--- src/rtl/fp_adder_pipe_if.sv ---
// Operand/result stream bundle for fp_adder_pipe: operand pair in, packed result
// plus status flags out, each direction with its own valid/ready handshake.
interface fp_adder_pipe_if #(
    parameter int EXP_W = 8,
    parameter int MAN_W = 23
) ();
    localparam int W = 1 + EXP_W + MAN_W;

    logic         in_valid;
    logic         in_ready;
    logic [W-1:0] a;
    logic [W-1:0] b;
    logic         sub;
    logic         out_valid;
    logic         out_ready;
    logic [W-1:0] sum;
    logic         overflow;
    logic         underflow;

    modport master (
        output in_valid, a, b, sub, out_ready,
        input  in_ready, out_valid, sum, overflow, underflow
    );

    modport slave (
        input  in_valid, a, b, sub, out_ready,
        output in_ready, out_valid, sum, overflow, underflow
    );
endinterface

--- src/rtl/fp_adder_pipe.sv ---
// 3-stage pipelined FP add/subtract: S1 unpack/align, S2 add, S3 normalise/pack.
// Define FPADD_RNE_EN for round-to-nearest-even; the default build truncates.
module fp_adder_pipe #(
    parameter int EXP_W = 8,
    parameter int MAN_W = 23
) (
    input  logic            clk,
    input  logic            rst,
    fp_adder_pipe_if.slave  io
);
    localparam int W   = 1 + EXP_W + MAN_W;
    localparam int MW  = MAN_W + 4;              // hidden + mantissa + G,R,S
    localparam int EW  = EXP_W + 2;
    localparam int LZW = $clog2(MW + 1) + 1;
    localparam logic [EXP_W-1:0] EXP_ONES = '1;
    localparam logic [EXP_W-1:0] SH_SAT   = EXP_W'(MAN_W + 3);
    localparam logic [W-1:0]     QNAN     = {1'b0, EXP_ONES, 1'b1, {(MAN_W-1){1'b0}}};

    // pipeline state
    logic [2:0]   vld_q, vld_d;
    logic         s1_sign_q, s1_sign_d;
    logic         s1_sub_q, s1_sub_d;
    logic [EXP_W-1:0] s1_exp_q, s1_exp_d;
    logic [MW-1:0] s1_ml_q, s1_ml_d;
    logic [MW-1:0] s1_ms_q, s1_ms_d;
    logic         s1_spec_q, s1_spec_d;
    logic [W-1:0] s1_sval_q, s1_sval_d;
    logic         s2_sign_q, s2_sign_d;
    logic [EXP_W-1:0] s2_exp_q, s2_exp_d;
    logic [MW:0]  s2_mag_q, s2_mag_d;
    logic         s2_spec_q, s2_spec_d;
    logic [W-1:0] s2_sval_q, s2_sval_d;
    logic [W-1:0] sum_q, sum_d;
    logic         ovf_q, ovf_d;
    logic         unf_q, unf_d;

    logic adv;
    assign adv          = !vld_q[2] || io.out_ready;
    assign io.in_ready  = adv;
    assign io.out_valid = vld_q[2];
    assign io.sum       = sum_q;
    assign io.overflow  = ovf_q;
    assign io.underflow = unf_q;

    assign vld_d = {vld_q[1:0], io.in_valid};

    // S1: unpack, classify, order by magnitude, align the smaller operand
    logic [EXP_W-1:0] ea, eb, el, es, d;
    logic             sa, sb, sl, ss, swap;
    logic             a_inf, b_inf, a_nan, b_nan;
    logic [EXP_W+MAN_W-1:0] ka, kb, kl, ks;
    logic [MW-1:0]    ext_l, ext_s, mag_s;
    logic [2*MW-1:0]  wide;

    always_comb begin
        ea    = io.a[W-2:MAN_W];
        eb    = io.b[W-2:MAN_W];
        sa    = io.a[W-1];
        sb    = io.b[W-1] ^ io.sub;
        a_inf = (ea == EXP_ONES);
        b_inf = (eb == EXP_ONES);
        a_nan = a_inf && (io.a[MAN_W-1:0] != '0);
        b_nan = b_inf && (io.b[MAN_W-1:0] != '0);
        // a zero exponent flushes the whole operand, so its mantissa never counts
        ka    = (ea == '0) ? '0 : io.a[W-2:0];
        kb    = (eb == '0) ? '0 : io.b[W-2:0];
        swap  = (kb > ka);
        kl    = swap ? kb : ka;
        ks    = swap ? ka : kb;
        sl    = swap ? sb : sa;
        ss    = swap ? sa : sb;
        el    = kl[EXP_W+MAN_W-1:MAN_W];
        es    = ks[EXP_W+MAN_W-1:MAN_W];
        ext_l = (el == '0) ? '0 : {1'b1, kl[MAN_W-1:0], 3'b000};
        ext_s = (es == '0) ? '0 : {1'b1, ks[MAN_W-1:0], 3'b000};
        d     = el - es;
        wide  = {ext_s, {MW{1'b0}}} >> d;
        if (d >= SH_SAT)
            mag_s = {{(MW-1){1'b0}}, |ext_s};
        else
            mag_s = {wide[2*MW-1:MW+1], wide[MW] | (|wide[MW-1:0])};

        s1_sign_d = sl;
        s1_sub_d  = sl ^ ss;
        s1_exp_d  = el;
        s1_ml_d   = ext_l;
        s1_ms_d   = mag_s;
        s1_spec_d = a_inf || b_inf;
        if (a_nan || b_nan || (a_inf && b_inf && (sa != sb)))
            s1_sval_d = QNAN;
        else if (a_inf)
            s1_sval_d = {sa, EXP_ONES, {MAN_W{1'b0}}};
        else
            s1_sval_d = {sb, EXP_ONES, {MAN_W{1'b0}}};
    end

    // S2: magnitude add or subtract; L >= S so the difference never goes negative
    always_comb begin
        s2_sign_d = s1_sign_q;
        s2_exp_d  = s1_exp_q;
        s2_spec_d = s1_spec_q;
        s2_sval_d = s1_sval_q;
        if (s1_sub_q)
            s2_mag_d = {1'b0, s1_ml_q} - {1'b0, s1_ms_q};
        else
            s2_mag_d = {1'b0, s1_ml_q} + {1'b0, s1_ms_q};
    end

    // S3: normalise, round, range check, pack
    logic [LZW-1:0]   lz;
    logic             found;
    logic [MW-1:0]    n;
    logic [EW-1:0]    e;
    logic [MAN_W-1:0] man;
`ifdef FPADD_RNE_EN
    logic             rup;
    logic [MAN_W+1:0] mr;
`endif

    always_comb begin
        lz    = '0;
        found = 1'b0;
        for (int i = MW - 1; i >= 0; i--) begin
            if (!found) begin
                if (s2_mag_q[i]) found = 1'b1;
                else             lz    = lz + LZW'(1);
            end
        end
        if (s2_mag_q[MW]) begin
            n = {s2_mag_q[MW:2], s2_mag_q[1] | s2_mag_q[0]};
            e = {2'b00, s2_exp_q} + EW'(1);
        end else begin
            n = s2_mag_q[MW-1:0] << lz;
            e = {2'b00, s2_exp_q} - EW'(lz);
        end
`ifdef FPADD_RNE_EN
        rup = n[2] & (n[1] | n[0] | n[3]);
        mr  = {1'b0, n[MW-1:3]} + (MAN_W+2)'(rup);
        if (mr[MAN_W+1]) begin
            e   = e + EW'(1);
            man = mr[MAN_W:1];
        end else begin
            man = mr[MAN_W-1:0];
        end
`else
        man = n[MW-2:3];
`endif

        sum_d = {s2_sign_q, e[EXP_W-1:0], man};
        ovf_d = 1'b0;
        unf_d = 1'b0;
        if (s2_spec_q) begin
            sum_d = s2_sval_q;
        end else if (s2_mag_q == '0) begin
            sum_d = '0;
        end else if (e[EW-1] || (e == '0)) begin
            sum_d = {s2_sign_q, {(W-1){1'b0}}};
            unf_d = 1'b1;
        end else if (e >= {2'b00, EXP_ONES}) begin
            sum_d = {s2_sign_q, EXP_ONES, {MAN_W{1'b0}}};
            ovf_d = 1'b1;
        end
    end

    // one enable stalls every stage together, so bubbles are never squeezed out
    always_ff @(posedge clk) begin
        if (rst) begin
            vld_q <= '0;
            sum_q <= '0;
            ovf_q <= 1'b0;
            unf_q <= 1'b0;
        end else if (adv) begin
            vld_q     <= vld_d;
            s1_sign_q <= s1_sign_d;
            s1_sub_q  <= s1_sub_d;
            s1_exp_q  <= s1_exp_d;
            s1_ml_q   <= s1_ml_d;
            s1_ms_q   <= s1_ms_d;
            s1_spec_q <= s1_spec_d;
            s1_sval_q <= s1_sval_d;
            s2_sign_q <= s2_sign_d;
            s2_exp_q  <= s2_exp_d;
            s2_mag_q  <= s2_mag_d;
            s2_spec_q <= s2_spec_d;
            s2_sval_q <= s2_sval_d;
            sum_q     <= sum_d;
            ovf_q     <= ovf_d;
            unf_q     <= unf_d;
        end
    end
endmodule

--- src/flat_wrapper.sv ---
// flat-port wrapper written by rule: the top's interface ports become plain ports
module fp_adder_pipe_flat 
#(
    parameter int EXP_W = 8,
    parameter int MAN_W = 23
)
  (clk, rst, io_in_valid, io_a, io_b, io_sub, io_out_ready, io_in_ready, io_out_valid, io_sum, io_overflow, io_underflow);
  fp_adder_pipe_if #(.EXP_W(EXP_W), .MAN_W(MAN_W)) io_i ();
  input  logic clk;
  input  logic rst;
  input wire logic [$bits(io_i.in_valid)-1:0] io_in_valid;
  input wire logic [$bits(io_i.a)-1:0] io_a;
  input wire logic [$bits(io_i.b)-1:0] io_b;
  input wire logic [$bits(io_i.sub)-1:0] io_sub;
  input wire logic [$bits(io_i.out_ready)-1:0] io_out_ready;
  output wire logic [$bits(io_i.in_ready)-1:0] io_in_ready;
  output wire logic [$bits(io_i.out_valid)-1:0] io_out_valid;
  output wire logic [$bits(io_i.sum)-1:0] io_sum;
  output wire logic [$bits(io_i.overflow)-1:0] io_overflow;
  output wire logic [$bits(io_i.underflow)-1:0] io_underflow;
  assign io_i.in_valid = io_in_valid;
  assign io_i.a = io_a;
  assign io_i.b = io_b;
  assign io_i.sub = io_sub;
  assign io_i.out_ready = io_out_ready;
  assign io_in_ready = io_i.in_ready;
  assign io_out_valid = io_i.out_valid;
  assign io_sum = io_i.sum;
  assign io_overflow = io_i.overflow;
  assign io_underflow = io_i.underflow;
  fp_adder_pipe #(.EXP_W(EXP_W), .MAN_W(MAN_W)) u_core (.clk(clk), .rst(rst), .io(io_i));
endmodule
--- config.mk ---
export PLATFORM = sky130hd
export DESIGN_NAME = fp_adder_pipe_flat
export DESIGN_NICKNAME = d
export VERILOG_FILES = /design/src/rtl/fp_adder_pipe_if.sv /design/src/rtl/fp_adder_pipe.sv /design/src/flat_wrapper.sv
export SDC_FILE = /design/constraint.sdc
export NUM_CORES = 1
export LEC_CHECK = 0
export CAP_MARGIN = 20
export CORE_ASPECT_RATIO = 0.7
export CORE_UTILIZATION = 55
export CTS_CLUSTER_DIAMETER = 200
export DETAILED_ROUTE_END_ITERATION = 10
export MAX_ROUTING_LAYER = met4
export PLACE_DENSITY = 0.84
export SETUP_SLACK_MARGIN = 0.3
export SYNTH_ARGS = -nofsm -noshare
export SYNTH_HDL_FRONTEND = slang
export SYNTH_SLANG_ARGS = --single-unit
--- constraint.sdc ---
create_clock -name clk -period 18.74 [get_ports clk]
set_clock_uncertainty 0.1 [all_clocks]
set_input_delay 1.874 -clock clk [delete_from_list [all_inputs] [get_ports clk]]
set_output_delay 1.874 -clock clk [all_outputs]
set_load 0.03 [all_outputs]
* After elaboration in Yosys (flattened, before gate mapping) *
Index checks and enable logic that the tools add are counted.

cells by class
  add/sub/neg operators = 31
  magnitude comparators = 3
  eq/ne operators = 3
  shift-type cells = 2
  mux-type cells = 128
  bitwise logic cells = 5
  reductions and logical operators = 21

operators with widths
  cell                                                   number
  2-to-1 mux 6 bit                                       52
  2-to-1 mux 31 bit                                      6
  adder 6 x 1 -> 6 bit (second input constant)           25
  2-to-1 mux 32 bit                                      3
  2-to-1 mux 1 bit                                       62
  2-to-1 mux 27 bit                                      2
  OR reduction 27 bit                                    2
  >> shifter 54 x 8 -> 54 bit                            1
  nonzero test 23 bit                                    2
  zero test 8 bit                                        4
  > comparator 31 bit                                    1
  adder 27 x 27 -> 28 bit                                1
  zero test 28 bit                                       1
  2-to-1 mux 28 bit                                      1
  subtractor 27 x 27 -> 28 bit                           1
  << shifter 27 x 6 -> 26 bit                            1
  2-to-1 mux 26 bit                                      1
  equality test 8 bit (second input constant)            2
  >= comparator 10 x 8 -> 1 bit (second input constant)  1
  zero test 10 bit                                       1
  2-to-1 mux 10 bit                                      1
  adder 8 x 1 -> 9 bit (second input constant)           1
  subtractor 8 x 6 -> 9 bit                              1
  >= comparator 8 x 5 -> 1 bit (second input constant)   1
  10 further kinds                                       19

storage, ports and cells
  register bits = 204
  input port bits = 69
  output and inout port bits = 36

* Longest topological paths before layout *
Gate-level depths: netlist of the first run.

  depth after elaboration = 86
  gate-level depth with buffers = 103
  mapped depth without buffers = 99

* Least setup slack after synthesis of the first run *
Ideal clock, no wire load.

  path kind = reg2reg
  from = register u_core.s2_mag_q[25]
  to = register u_core.sum_q[3], in the netlist u_core.io.sum[3]
  setup time = 84 ps
  arrival time = 18319 ps
  required time = 18556 ps
  path slack = 237 ps
  stages on the path, launching flop included = 103
  buffers on the path = 4
  path through = edfxtp_1 -> or2_2 -> inv_1 -> ha_1 -> o21a_1 -> ha_1 -> mux2_2 -> nor2_1 -> nor2_1 -> ha_1 -> a21o_1 -> ha_1 -> o21ai_0 -> a21oi_1 -> ha_1 -> mux2_2 -> o21ai_0 -> o21bai_1 -> [... 67 more ...] -> fa_1 -> a21o_1 -> a21oi_1 -> nor2b_1 -> o21ai_0 -> nand3b_1 -> o21ai_0 -> nor2_1 -> nand3_1 -> o31ai_1 -> nand2b_1 -> clkbuf_1 -> nor2_1 -> nand3_1 -> nor3_1 -> clkbuf_1 -> a22oi_1 -> o31ai_2

between the ends
  word-level cells in the longest chain between the ends = 84
  elaborated cells between the ends (all ways) = 115
  classes of those cells = 26 x add/sub; 1 x order compare; 1 x shift; 84 x mux; 3 x reduce/logical

RTL lines
  what                                                                      line                                        source
  start, declared                                                           fp_adder_pipe.sv:30                         logic [MW:0] s2_mag_q, s2_mag_d;
  start signal, assigned                                                    fp_adder_pipe.sv:183                        s2_mag_q <= s2_mag_d;
  2-to-1 mux 6 bit                                                          fp_adder_pipe.sv:125                        if (s2_mag_q[i]) found = 1'b1;
  2-to-1 mux 6 bit                                                          fp_adder_pipe.sv:124                        if (!found) begin
  adder 6 x 1 -> 6 bit                                                      fp_adder_pipe.sv:126                        else lz = lz + LZW'(1);
  2-to-1 mux 6 bit                                                          fp_adder_pipe.sv:125
  2-to-1 mux 6 bit                                                          fp_adder_pipe.sv:124
  adder 6 x 1 -> 6 bit                                                      fp_adder_pipe.sv:126
  2-to-1 mux 6 bit                                                          fp_adder_pipe.sv:125
  2-to-1 mux 6 bit                                                          fp_adder_pipe.sv:124
  [... 68 more ...]                                                         --
  2-to-1 mux 6 bit                                                          fp_adder_pipe.sv:124
  subtractor 8 x 6 -> 9 bit                                                 fp_adder_pipe.sv:134                        e = {2'b00, s2_exp_q} - EW'(lz);
  2-to-1 mux 10 bit                                                         fp_adder_pipe.sv:129                        if (s2_mag_q[MW]) begin
  >= comparator 10 x 8 -> 1 bit / zero test 10 bit (equally long branches)  fp_adder_pipe.sv:159, fp_adder_pipe.sv:156
  2-to-1 mux 31 bit / logical OR 1 bit (equally long branches)              fp_adder_pipe.sv:159, fp_adder_pipe.sv:156
  2-to-1 mux 31 bit                                                         fp_adder_pipe.sv:156                        end else if (e[EW-1] || (e == '0)) begin
  2-to-1 mux 32 bit *                                                       fp_adder_pipe.sv:154                        end else if (s2_mag_q == '0) begin
  2-to-1 mux 32 bit *                                                       fp_adder_pipe.sv:152                        if (s2_spec_q) begin
  end signal, assigned                                                      fp_adder_pipe.sv:186                        sum_q <= sum_d;
  end, declared                                                             fp_adder_pipe.sv:33                         logic [W-1:0] sum_q, sum_d;

Mark *: on every way between the ends. The rest lies on a longest branch, timed or not.
A chain may end at the register's enable or synchronous reset.

* Worst setup path in the final report of the first run *
  from = register u_core.s2_mag_q[25]
  to = register u_core.sum_q[1], in the netlist u_core.io.sum[1]

Same word-level chain as after synthesis.

==> results.json, run 1 <==
{
  "clockBufferDepth": 2,
  "drive_gt1_share_pct": 10.8,
  "p_sw_mw": 0.763,
  "place_ws_ps": -674,
  "syn-mean-instance-area_sq_um": 7.89,
  "dp_hpwl_mm": 33.9,
  "antenna_left": 0,
  "reg2reg_slack_ps": 650,
  "cts_root_buffer": "clkbuf_16",
  "power_density_nw_per_um2": 99.4,
  "finalCriticalPeriod_ps": 18090,
  "max_slew.worst_pin.slew_ps": 996,
  "clock_sinks": 141,
  "core-area_sq_um": 25900,
  "period_share_pct": 96.5,
  "clk_pin_slew_ps": 60,
  "ir_worst_vdd_mv": 0.0585,
  "synth_nets": 2018,
  "diodes": 0,
  "ctsHtreeMaxLevel": 4,
  "grt_start_max_net_pins": 87,
  "wl_per_cell_um": 20.1,
  "area_growth_pct": 17.8,
  "leakagePower_nw": 6.90,
  "die_h_um": 139,
  "initial_core_util_pct": 56.6,
  "insertion_delay_ps": 440,
  "maxSlewViolCount": 0,
  "synth.distinct_cells": 88,
  "cp_slowest_cell": "edfxtp_1",
  "grt_pass1_wl_mm": 71.4,
  "drv_cap": 0,
  "dp_cells": 2243,
  "hp-class": "flop to flop",
  "grt-ovfl-total": 0,
  "seq_power_share_pct": 27.5,
  "viasPerCell": 6.49,
  "synth_ff_type": "edfxtp_1",
  "p_int_mw": 0.956,
  "critPathLaunchType": "flop",
  "placed_area_sq_um": 16000,
  "antenna_found_initial": 1,
  "path_max_fanout": 8,
  "cp_slowest_stage_delay_ps": 500,
  "clock_power_share_pct": 19.6,
  "worstPathRequired_ps": 18990,
  "crit_path_end_kind": "flop",
  "final_cell_area_sq_um": 17300,
  "cp_common_cell": "ha_1",
  "grt_use_total_pct": 33.7,
  "instances_no_fill": 2314,
  "io_buffers": 104,
  "die_x_um": 197,
  "dr.pass1.iters": 6,
  "ys_ff_latch": 141,
  "tritoncts": "yes",
  "drcViolationCount": 0,
  "gp_congestion": 0.987,
  "yosys_warnings": 0,
  "syn_inst": 1860,
  "critical_path_class": "flop to flop",
  "fin_nets": 2102,
  "ys_async_sr_fraction_pct": 0,
  "comb_power_share_pct": 52.9,
  "ioPinCount": 105,
  "hold_buffers": 0,
  "slew-limit-headroom_pct": 33.0,
  "rows": 49,
  "synth_area_sq_um": 14700,
  "swShare_pct": 44.4,
  "final-setup-viol-count": 0,
  "synth_edf_count": 104,
  "fillCellCount": 2004,
  "dieArea_sq_um": 27400,
  "drt_iter0_markers": 2118,
  "fmaxAchievable_mhz": 55.3,
  "layout_setup_ws_ps": 650,
  "hold_viol": 0,
  "drt-total-wl_mm": 46.6,
  "seq_area_frac_synth_pct": 26.3,
  "numCtsBuffers": 17,
  "vias": 15010,
  "fin_util_pct": 66.7,
  "arrival_ps": 18340,
  "grt_pass1_vias": 13406,
  "status": "complete, no violations"
}
[stage by stage]
| step | TNS, ps | hold WS [ps] | power [mW] |
|---|---|---|---|
| final | 0 | 320 | 1.72 |
| after global routing | -2490 | 329 | 1.80 |
| after CTS | 0 | 320 | 1.61 |
| after detailed placement | -13180 | 305 | 1.26 |
| after global placement | 0 | 305 | 1.24 |
| after floorplan | 0 | 300 | 1.03 |
[state kept, by name, indices dropped and copies added (netlist names), 2 cells and up]
name / flops
u_core.s2_sval_q: 2
u_core.s1_ml_q: 24
u_core.s2_mag_q: 28
u_core.s1_exp_q: 8
u_core.io.sum: 32
u_core.s1_sval_q: 2
u_core.vld_q: 3
u_core.s1_ms_q: 27
u_core.s2_exp_q: 8
[repair_timing]
| action | in CTS | in global routing |
|---|---|---|
| resized for setup | 16 | 68 |
| pin swaps | 10 | 59 |
| endpoints found under the setup margin | 32 | 33 |
| setup buffers | 9 | 24 |
| cloned | 0 | 2 |
[final timing paths]
path         depth (start not counted)                   end            startpoint
max                                100      u_core.io.sum[1]   u_core.s2_mag_q[25]
min                                  0  u_core.s2_sval_q[31]  u_core.s1_sval_q[31]
max reg2reg                        100      u_core.io.sum[1]   u_core.s2_mag_q[25]
min reg2reg                          0  u_core.s2_sval_q[31]  u_core.s1_sval_q[31]
[synthesized netlist by cell type (23+ instances only)]
master / count / area [sq um]
mux2_2: 23 / 259
nand2_1: 184 / 691
edfxtp_1: 104 / 3120
nor2b_1: 32 / 200
xnor2_1: 76 / 666
a21oi_1: 101 / 505
dfxtp_1: 37 / 741
nand3_1: 63 / 315
a22oi_1: 26 / 195
nor2_1: 229 / 860
o211ai_1: 24 / 180
inv_1: 74 / 278
clkbuf_1: 87 / 327
o21ai_0: 128 / 641
xor2_1: 28 / 245
mux2i_1: 118 / 1180
nor3_1: 65 / 325
nand2b_1: 26 / 163
nor4_1: 32 / 200
ha_1: 88 / 1100
nand4_1: 27 / 169
[per-layer routing]
layer | wire (um) | track usage [%] | part of all wire (%) | up-vias
li1 | - | - | - | 7001
met1 | 20500 | 49.3 | 44 | 6954
met2 | 19800 | 47.8 | 42 | 951
met3 | 5410 | 6.76 | 12 | 104
met4 | 886 | 6.32 | 1.9 | 0
met5 | 0 | - | 0 | -
[logic make-up (layout without fill, tap and decap cells)]
family,after synthesis,in the layout,share of synthesized area (%)
AND/OR/NAND/NOR,738,738,24.2
AO/OA/AOI/OAI,456,456,19.7
buffers and inverters,180,277,4.73
multiplexers,143,143,10.1
flip-flops,141,141,26.3
XOR/XNOR,112,112,7.29
adder cells (fa/ha/maj),90,90,7.71
[area by class of cell]
cell class | instances | area (sq um) | share of cell area (%)
sequential | 141 | 3860 | 22.3
timing repair buffer | 170 | 1620 | 9.34
clock buffer | 20 | 479 | 2.77
clock inverter | 12 | 95.1 | 0.550
inverter | 75 | 284 | 1.64
tap | 357 | 447 | 2.58
multi-input combinational | 1539 | 10500 | 60.8
[power groups by stage]
stage / combinational [mW] / sequential, mW / clock, mW
2_1_floorplan: 0.583 / 0.448 / 0
3_5_place_dp: 0.790 / 0.469 / 0
4_1_cts: 0.811 / 0.463 / 0.337
3_3_place_gp: 0.774 / 0.468 / 0
5_1_grt: 0.982 / 0.473 / 0.348
6_report: 0.910 / 0.472 / 0.336
[critical path: cells and delay by family, from the launching register on]
family	cells	cell delay, ps
fa+ha+maj	24	6740
compound gates	32	4590
simple gates	25	2960
mux	12	2120
buf+inv	5	640
flops	1	500
xor+xnor	2	330
[cells in the final DEF (no fill, tap or decap), types with 8 or more instances in the layout]
master,netlist,final
nor2b_1,32,30
o2111ai_1,8,8
and3_1,15,15
a21oi_1,101,92
a22oi_1,26,25
nand3_1,63,62
or3_1,11,11
o22ai_1,14,14
a31oi_1,13,11
edfxtp_1,104,104
ha_1,88,80
xor2_1,28,26
a211oi_1,14,13
and2_1,9,9
nor2_1,229,222
dfxtp_1,37,37
o211ai_1,24,24
a21o_1,20,20
nand2_1,184,181
o21a_1,18,18
or2_2,11,10
xnor2_1,76,74
inv_1,74,68
buf_4,0,59
nor3_1,65,63
o21ai_1,12,20
o21ai_0,128,115
mux2i_1,118,117
nand4_1,27,27
clkdlybuf4s50_1,0,104
nand2b_1,26,25
mux2_2,23,20
nor4_1,32,32
clkbuf_16,0,21
No activity file was read; power rests on OpenSTA's default activity.
==> run 2: changes to the inputs <==
- SLEW_MARGIN: unset -> 5
==> results.json, run 2 (synthesis gave the netlist of run 1 again) <==
{
  "hold_viol": 0,
  "period_share_pct": 96.7,
  "worstPathRequired_ps": 18930,
  "initial_core_util_pct": 56.6,
  "ioPinCount": 105,
  "critical_path_class": "flop to flop",
  "grt_pass1_wl_mm": 71.4,
  "grt-ovfl-total": 0,
  "cts_root_buffer": "clkbuf_16",
  "final-setup-viol-count": 0,
  "hold_buffers": 0,
  "wl_per_cell_um": 20.2,
  "finalCriticalPeriod_ps": 18130,
  "drt_iter0_markers": 2169,
  "leakagePower_nw": 6.90,
  "area_growth_pct": 17.8,
  "clk_pin_slew_ps": 60,
  "path_max_fanout": 5,
  "numCtsBuffers": 17,
  "crit_path_end_kind": "flop",
  "final_common_cell": "nor2_1",
  "fin_util_pct": 66.7,
  "diodes": 0,
  "ir_worst_vdd_mv": 0.0581,
  "fin_nets": 2102,
  "dp_hpwl_mm": 33.9,
  "seqCellArea_sq_um": 3860,
  "cp_slowest_cell": "edfxtp_1",
  "status": "complete, no violations",
  "die_h_um": 139,
  "dieArea_sq_um": 27400,
  "tritoncts": "yes",
  "power_mw": 1.72,
  "largest_reg_flops": 32,
  "drcViolationCount": 0,
  "die_x_um": 197,
  "hp-class": "flop to flop",
  "final_cell_area_sq_um": 17300,
  "gp_congestion": 0.987,
  "multi_input_area_sq_um": 10500,
  "clock_sinks": 141,
  "drv_cap": 0,
  "clockBufferDepth": 2,
  "cp_common_cell": "ha_1",
  "antenna_left": 0,
  "cp_slowest_stage_delay_ps": 500,
  "drt-total-wl_mm": 46.7,
  "dr.pass1.iters": 9,
  "fmaxAchievable_mhz": 55.2,
  "critPathLaunchType": "flop",
  "antenna_found_initial": 1,
  "power_density_nw_per_um2": 99.3,
  "grt_use_total_pct": 33.7,
  "slew-limit-headroom_pct": 32.3,
  "fillCellCount": 2009,
  "vias": 15007,
  "io_buffers": 104,
  "insertion_delay_ps": 440,
  "core-area_sq_um": 25900,
  "grt_pass1_vias": 13406,
  "placed_area_sq_um": 16000,
  "maxSlewViolCount": 0,
  "grt_start_max_net_pins": 87,
  "ctsHtreeMaxLevel": 4,
  "drive_gt1_share_pct": 10.8,
  "rows": 49,
  "arrival_ps": 18320,
  "final_cell_mix": "222 x nor2_1, 181 x nand2_1, 117 x mux2i_1",
  "viasPerCell": 6.49,
  "max_slew.worst_pin.slew_ps": 990
}
-- run 2: cell type report --
class / count / share of cell area [%]
inverters: 75 / 1.64
clock inverters: 12 / 0.550
clock buffers: 20 / 2.77
flip-flops and latches: 141 / 22.3
repair buffers: 170 / 9.34
well taps: 357 / 2.58
multi-input cells: 1539 / 60.8
-- run 2: final timing paths --
check / startpoint / slack, ps / depth (start not counted) / endpoint
worst min register to register: u_core.s1_sval_q[31] / 320 / 0 / u_core.s2_sval_q[31]
worst max-delay path: u_core.s2_mag_q[25] / 610 / 99 / u_core.io.sum[17]
worst min-delay path: u_core.s1_sval_q[31] / 320 / 0 / u_core.s2_sval_q[31]
worst max register to register: u_core.s2_mag_q[25] / 610 / 99 / u_core.io.sum[17]
-- run 2: power breakdown --
group          leakage (nW)  switching, mW  internal [mW]
registers              1.34         0.0802          0.392
logic                  5.28          0.533          0.376
clock network         0.283          0.148          0.188
-- run 2: critical path, delay by kind of cell, from the launching register on --
kind            cells  cell delay (ps)
xor+xnor            3              590
mux                12             2120
buf+inv             5              500
simple gates       23             2470
fa+ha+maj          24             6710
flops               1              500
compound gates     32             4920
-- run 2: timing repair --
item                                    CTS  global route
pin swaps                                10            59
resized for setup                        16            68
cloned                                    0             2
endpoints found under the setup margin   32            33
buffers inserted                          9            24
-- run 2: stage by stage --
step	hold WS [ps]	worst slack [ps]	TNS, ps	cells
2_1_floorplan	300	496	0	1860
3_3_place_gp	305	235	0	2243
3_5_place_dp	305	-674	-13180	2243
4_1_cts	320	330	0	2284
5_1_grt	329	-228	-3910	2314
6_report	320	612	0	2314
-- run 2: per-layer routing --
layer | wire [um] | global-route usage [%] | vias to the layer above
li1 | - | - | 7001
met1 | 20200 | 49.3 | 6924
met2 | 19700 | 47.8 | 968
met3 | 5840 | 6.76 | 114
met4 | 932 | 6.32 | 0
met5 | 0 | - | -
